### src/rtl/gf2m_digit_mult.sv
// Digit-serial GF(2^M) multiplier: DIGIT multiplier bits per cycle, IDLE/BUSY/DONE handshake.
// Defining GF2M_MULT_ACC_EN adds acc_first and turns the block into a multiply-accumulate.
module gf2m_digit_mult #(
   parameter int          M     = 8,
   parameter logic [31:0] POLY  = 32'h1B,
   parameter int          DIGIT = 2
) (
   input  logic         clk,
   input  logic         rst_n,
   input  logic         in_valid,
   output logic         in_ready,
`ifdef GF2M_MULT_ACC_EN
   input  logic         acc_first,
`endif
   input  logic [M-1:0] a,
   input  logic [M-1:0] b,
   output logic         out_valid,
   input  logic         out_ready,
   output logic [M-1:0] result
);

   localparam int STEPS = M / DIGIT;
   localparam int CW    = (STEPS > 1) ? $clog2(STEPS) : 1;
   localparam logic [CW-1:0] LAST   = CW'(STEPS - 1);
   localparam logic [M-1:0]  POLY_M = POLY[M-1:0];

   localparam logic [1:0] S_IDLE = 2'd0;
   localparam logic [1:0] S_BUSY = 2'd1;
   localparam logic [1:0] S_DONE = 2'd2;

   logic [1:0]    state_q, state_d;
   logic [M-1:0]  p_q, p_d;
   logic [M-1:0]  t_q, t_d;
   logic [M-1:0]  b_q, b_d;
   logic [M-1:0]  res_q, res_d;
   logic [CW-1:0] cnt_q, cnt_d;
   logic          init_q, init_d;
   logic [M-1:0]  p_v, t_v;

   // init_q keeps in_ready low until the first edge after reset release
   assign in_ready  = init_q && (state_q == S_IDLE);
   assign out_valid = (state_q == S_DONE);
   assign result    = res_q;

   // One digit of shift-and-add: accumulate t per set bit, then t *= x mod POLY
   always_comb begin
      p_v = p_q;
      t_v = t_q;
      for (int i = 0; i < DIGIT; i++) begin
         if (b_q[i]) p_v = p_v ^ t_v;
         t_v = {t_v[M-2:0], 1'b0} ^ (POLY_M & {M{t_v[M-1]}});
      end
   end

   always_comb begin
      state_d = state_q;
      p_d     = p_q;
      t_d     = t_q;
      b_d     = b_q;
      cnt_d   = cnt_q;
      res_d   = res_q;
      init_d  = 1'b1;
      case (state_q)
         S_IDLE: begin
            if (in_valid && in_ready) begin
               state_d = S_BUSY;
               t_d     = a;
               b_d     = b;
               cnt_d   = '0;
`ifdef GF2M_MULT_ACC_EN
               p_d     = acc_first ? '0 : res_q;
`else
               p_d     = '0;
`endif
            end
         end
         S_BUSY: begin
            p_d   = p_v;
            t_d   = t_v;
            b_d   = b_q >> DIGIT;
            cnt_d = cnt_q + 1'b1;
            if (cnt_q == LAST) begin
               state_d = S_DONE;
               res_d   = p_v;
            end
         end
         S_DONE: begin
            if (out_ready) state_d = S_IDLE;
         end
         default: state_d = S_IDLE;
      endcase
   end

   always_ff @(posedge clk or negedge rst_n) begin
      if (!rst_n) begin
         state_q <= S_IDLE;
         p_q     <= '0;
         t_q     <= '0;
         b_q     <= '0;
         res_q   <= '0;
         cnt_q   <= '0;
         init_q  <= 1'b0;
      end else begin
         state_q <= state_d;
         p_q     <= p_d;
         t_q     <= t_d;
         b_q     <= b_d;
         res_q   <= res_d;
         cnt_q   <= cnt_d;
         init_q  <= init_d;
      end
   end

endmodule

### config.mk
export PLATFORM = sky130hd
export DESIGN_NAME = gf2m_digit_mult
export DESIGN_NICKNAME = d
export VERILOG_FILES = /design/src/rtl/gf2m_digit_mult.sv
export SDC_FILE = /design/constraint.sdc
export NUM_CORES = 1
export LEC_CHECK = 0
export BUFFER_PORTS_ARGS = -buffer_cell sky130_fd_sc_hd__buf_4
export CAP_MARGIN = 0
export CORE_ASPECT_RATIO = 1.4
export CORE_MARGIN = 2
export CORE_UTILIZATION = 33
export CTS_CLUSTER_SIZE = 8
export DETAILED_ROUTE_END_ITERATION = 16
export GPL_ROUTABILITY_DRIVEN = 0
export PLACE_DENSITY_LB_ADDON = 0.08
export SLEW_MARGIN = 20
export SYNTH_ARGS = -nofsm -noshare
export SYNTH_HDL_FRONTEND = slang
export SYNTH_SLANG_ARGS = --single-unit
### constraint.sdc
create_clock -name clk -period 2.19 [get_ports clk]
set_clock_uncertainty 0.05 [all_clocks]
set_input_delay 0.438 -clock clk [delete_from_list [all_inputs] [get_ports clk]]
set_output_delay 0.438 -clock clk [all_outputs]
set_load 0.05 [all_outputs]
==> results summary <==
The share of the clock period used by the worst path came out at 77.2%. The relative max-transition margin is 60.0%. The mux contribution to synthesized area is 0%. During placement, the flow inserted port buffers numbering 29. The portion of synthesized cell area occupied by the leading cell type came out at 49.1%. Yosys printed 0 warnings.

The summed negative setup slack over all endpoints came out at 0 ns. The final setup violation count is 0. Row generation in the floorplan step produced 32 rows. The via count of the first global-routing pass came out at 1462. The post-synthesis simple-gate area fraction came out at 19.5%. The number of levels the H-tree was split into came out at 2. The max-slew violation count is 0. The number of design rule violations left after detail routing is 0. The post-cts repair resize count is 0. After detailed routing, the total wire length is 4300 µm. The number of fill cells in the layout came out at 570. In the final layout, the share of cells above drive strength 1 is 20.0%.

The first TritonRoute pass finished after 4 iterations. The clock passes through at most 2 buffers. The number of enable flip-flop cells after synthesis is 0. The met3 wirelength from detailed routing is 139 µm.

After detailed routing, the wire length on met1 is 2010 µm. The average routed wire per standard cell came out at 15.5 µm. Derived from the worst setup path, the maximum achievable clock frequency is 592 MHz. sky130_fd_sc_hd__dfrtp_1 takes more of the synthesized area than any other cell. Buffers added to address setup during post-CTS repair amount to 0. Counting instances in the post-synthesis netlist gives the leading cell types as sky130_fd_sc_hd__dfrtp_1 (37), sky130_fd_sc_hd__nand2_1 (24), sky130_fd_sc_hd__nor2_1 (14). The first-pass GRT wire length is 7340 µm.

The clock latency reported for the late side of the worst-skew pair came out at 0.28 ns. The count of different cell masters after synthesis came out at 33. The flow ran to the end, and the final reports show no timing, DRC or antenna violations. The class of the worst hold path is in2async. Setup repair after global routing left no endpoint under its margin.

The starting DRC count in detailed routing came out at 58. TritonCTS built the clock tree. The net count after synthesis came out at 208. Summed over all nets, wire length on met2 after detailed routing comes to 2110 µm. The via density per instance is 5.23.

The overflow left after global routing came out at 0. The core occupancy in the finished layout is 40.1%. The count of placed standard cells including taps came out at 270. The antenna diode count is 0. The count of placed standard cells in the final layout, fillers left out is 278. In the post-synthesis netlist, the biggest area contributors are sky130_fd_sc_hd__dfrtp_1 (49%), sky130_fd_sc_hd__xnor3_1 (6.0%), sky130_fd_sc_hd__nand2_1 (4.8%), sky130_fd_sc_hd__o22ai_1 (4.0%), sky130_fd_sc_hd__nand3_1 (3.2%). For this run, the register share of the synthesized area comes to 49.1%. The tree is rooted in a sky130_fd_sc_hd__clkbuf_8. At the pin with the least slew margin, the transition time is 0.598 ns. The I/O pin count came out at 30. The initial antenna violation count came to 0. After detailed routing, no signal wire sits above met4. The final antenna-violating net count came out at 0. For the worst setup path, the data arrival time is 1.20 ns.

The detailed router placed 1453 vias in this run. The endpoint required time on the critical path is 1.70 ns. The tightest hold path in the finished design has a slack of 0.0593 ns.

The placeable core region is 0.00553 mm². The hold violation count in the final report is 0. Summing the areas of all compound-gate instances in the mapped netlist gives 15.5% of the synthesized area. The worst setup path is captured at a primary output.

The horizontal die dimension came out at 67.9 µm. STA classifies the critical path startpoint as a register. The total power per unit cell area came out at 1750 mW/mm². The area enclosed by the die boundary came out at 0.00634 mm². The critical path is of the reg2out type.

The number of hold buffers added after CTS was 0. After synthesis, the largest family of logic cells by area is simple AND/OR/NAND/NOR gates. The flip-flop and latch count after synthesis came out at 37. The maximum number of pins on one net before global-route repair is 38. The number of buffers added by the clock tree synthesis step came out at 5. Summing the areas of all fa, ha and maj instances in the mapped netlist gives 0.664% of the synthesized area. The cell area that synthesis handed to floorplanning was 0.00189 mm². The global router's overall resource usage is 15.6%.

The number of nets in the layout is 230. The critical-path maximum fanout came out at 9. In the synthesized netlist the async set-or-reset flop fraction comes to 100%. The final critical delay including setup and external delays came out at 1.69 ns.

The most used flip-flop cell after synthesis is sky130_fd_sc_hd__dfrtp_1. The maximum vdd drop is 570 µV. The initial utilization of the core area, before any placement, comes to 34.1%. The wire-length estimate of the detail-placed layout is 2910 µm. The post-synthesis xor/xnor area fraction is 8.76%. In the post-synthesis netlist, the cell with the most instances is sky130_fd_sc_hd__dfrtp_1. The cell count after synthesis is 187.

The die is 93.4 µm tall. In this run the static leakage power is 1.07 nW. The area growth from synthesis to layout is 17.4%. The clock-pin slew of the registers on the worst-case setup and hold paths came out at 0.08 ns. The number of max-capacitance violations reported is 0. The average instance area after synthesis came out at 10.1 µm². CTS saw 37 sinks.
## path summary, 6_finish.rpt
kind                            start        end  slack [ns]  cells past startpoint
setup reg to reg           state_q[1]     t_q[1]        0.52                      3
max in group asynchronous       rst_n     t_q[3]        1.69                      1
hold / removal                  rst_n  result[0]        0.06                      1
setup / recovery           state_q[0]   in_ready        0.50                      2
min in group clk                 b[6]     b_q[6]        0.30                      3
hold reg to reg             result[1]  result[1]        0.43                      2
## cell usage in the layout (no fill, tap or decap), drive strengths merged, types with 2 or more instances in the layout
cell / n
o22ai: 12
nand2: 24
xnor2: 2
nor3: 12
o21ai: 12
buf: 32
and3b: 3
a21boi: 3
a21oi: 2
o31ai: 6
a211oi: 3
nand3: 12
xnor3: 5
dfrtp: 37
o211a: 3
nand2b: 4
clkbuf: 7
xor2: 4
nor2: 15
## stage by stage
step                power, mW  setup WS (ns)  area (µm²)
floorplan                2.87         0.0483        1890
global placement         3.23          0.575        2100
detailed placement       3.29          0.528        2100
CTS                      3.92          0.480        2210
global route             4.21          0.395        2210
finish                   3.87          0.500        2210
## layout make-up
cell class                 count  area [µm²]  area share, %
sequential                    37         926           41.8
multi-input combinational    132         842           38.0
timing repair buffer          32         240           10.9
clock buffer                   7        86.3           3.90
tap                           68        85.1           3.84
clock inverter                 1        30.0           1.36
inverter                       1        3.75          0.170
## logic make-up (layout without fill, tap and decap cells)
group	after synthesis	count (layout)
AO/OA/AOI/OAI	44	44
other	1	1
flip-flops	37	37
XOR/XNOR	11	11
AND/OR/NAND/NOR	75	75
adder cells (fa/ha/maj)	1	1
buffers and inverters	18	41
## routing by layer
| layer | vias up | track usage, % |
|---|---|---|
| met2 | 29 | 24.0 |
| met5 | - | 0 |
| li1 | 707 | - |
| met1 | 712 | 21.7 |
| met3 | 5 | 3.49 |
| met4 | 0 | 4.50 |
## sequential cells by signal, indices dropped and copies added (netlist names)
name     flops
b_q          8
p_q          8
result       8
t_q          8
cnt_q        2
state_q      2
init_q       1
## critical path: stages (launching register included)
cell                      delay, ns
sky130_fd_sc_hd__dfrtp_1       0.46
sky130_fd_sc_hd__nor3b_1       0.22
sky130_fd_sc_hd__buf_4         0.23
## power breakdown
group	switching [mW]	leakage, nW	total, mW	internal [mW]
combinational	1.06	0.561	1.92	0.860
sequential	0.342	0.449	1.35	1.01
clock	0.236	0.0585	0.607	0.371
(Power assumes the default switching activity.)
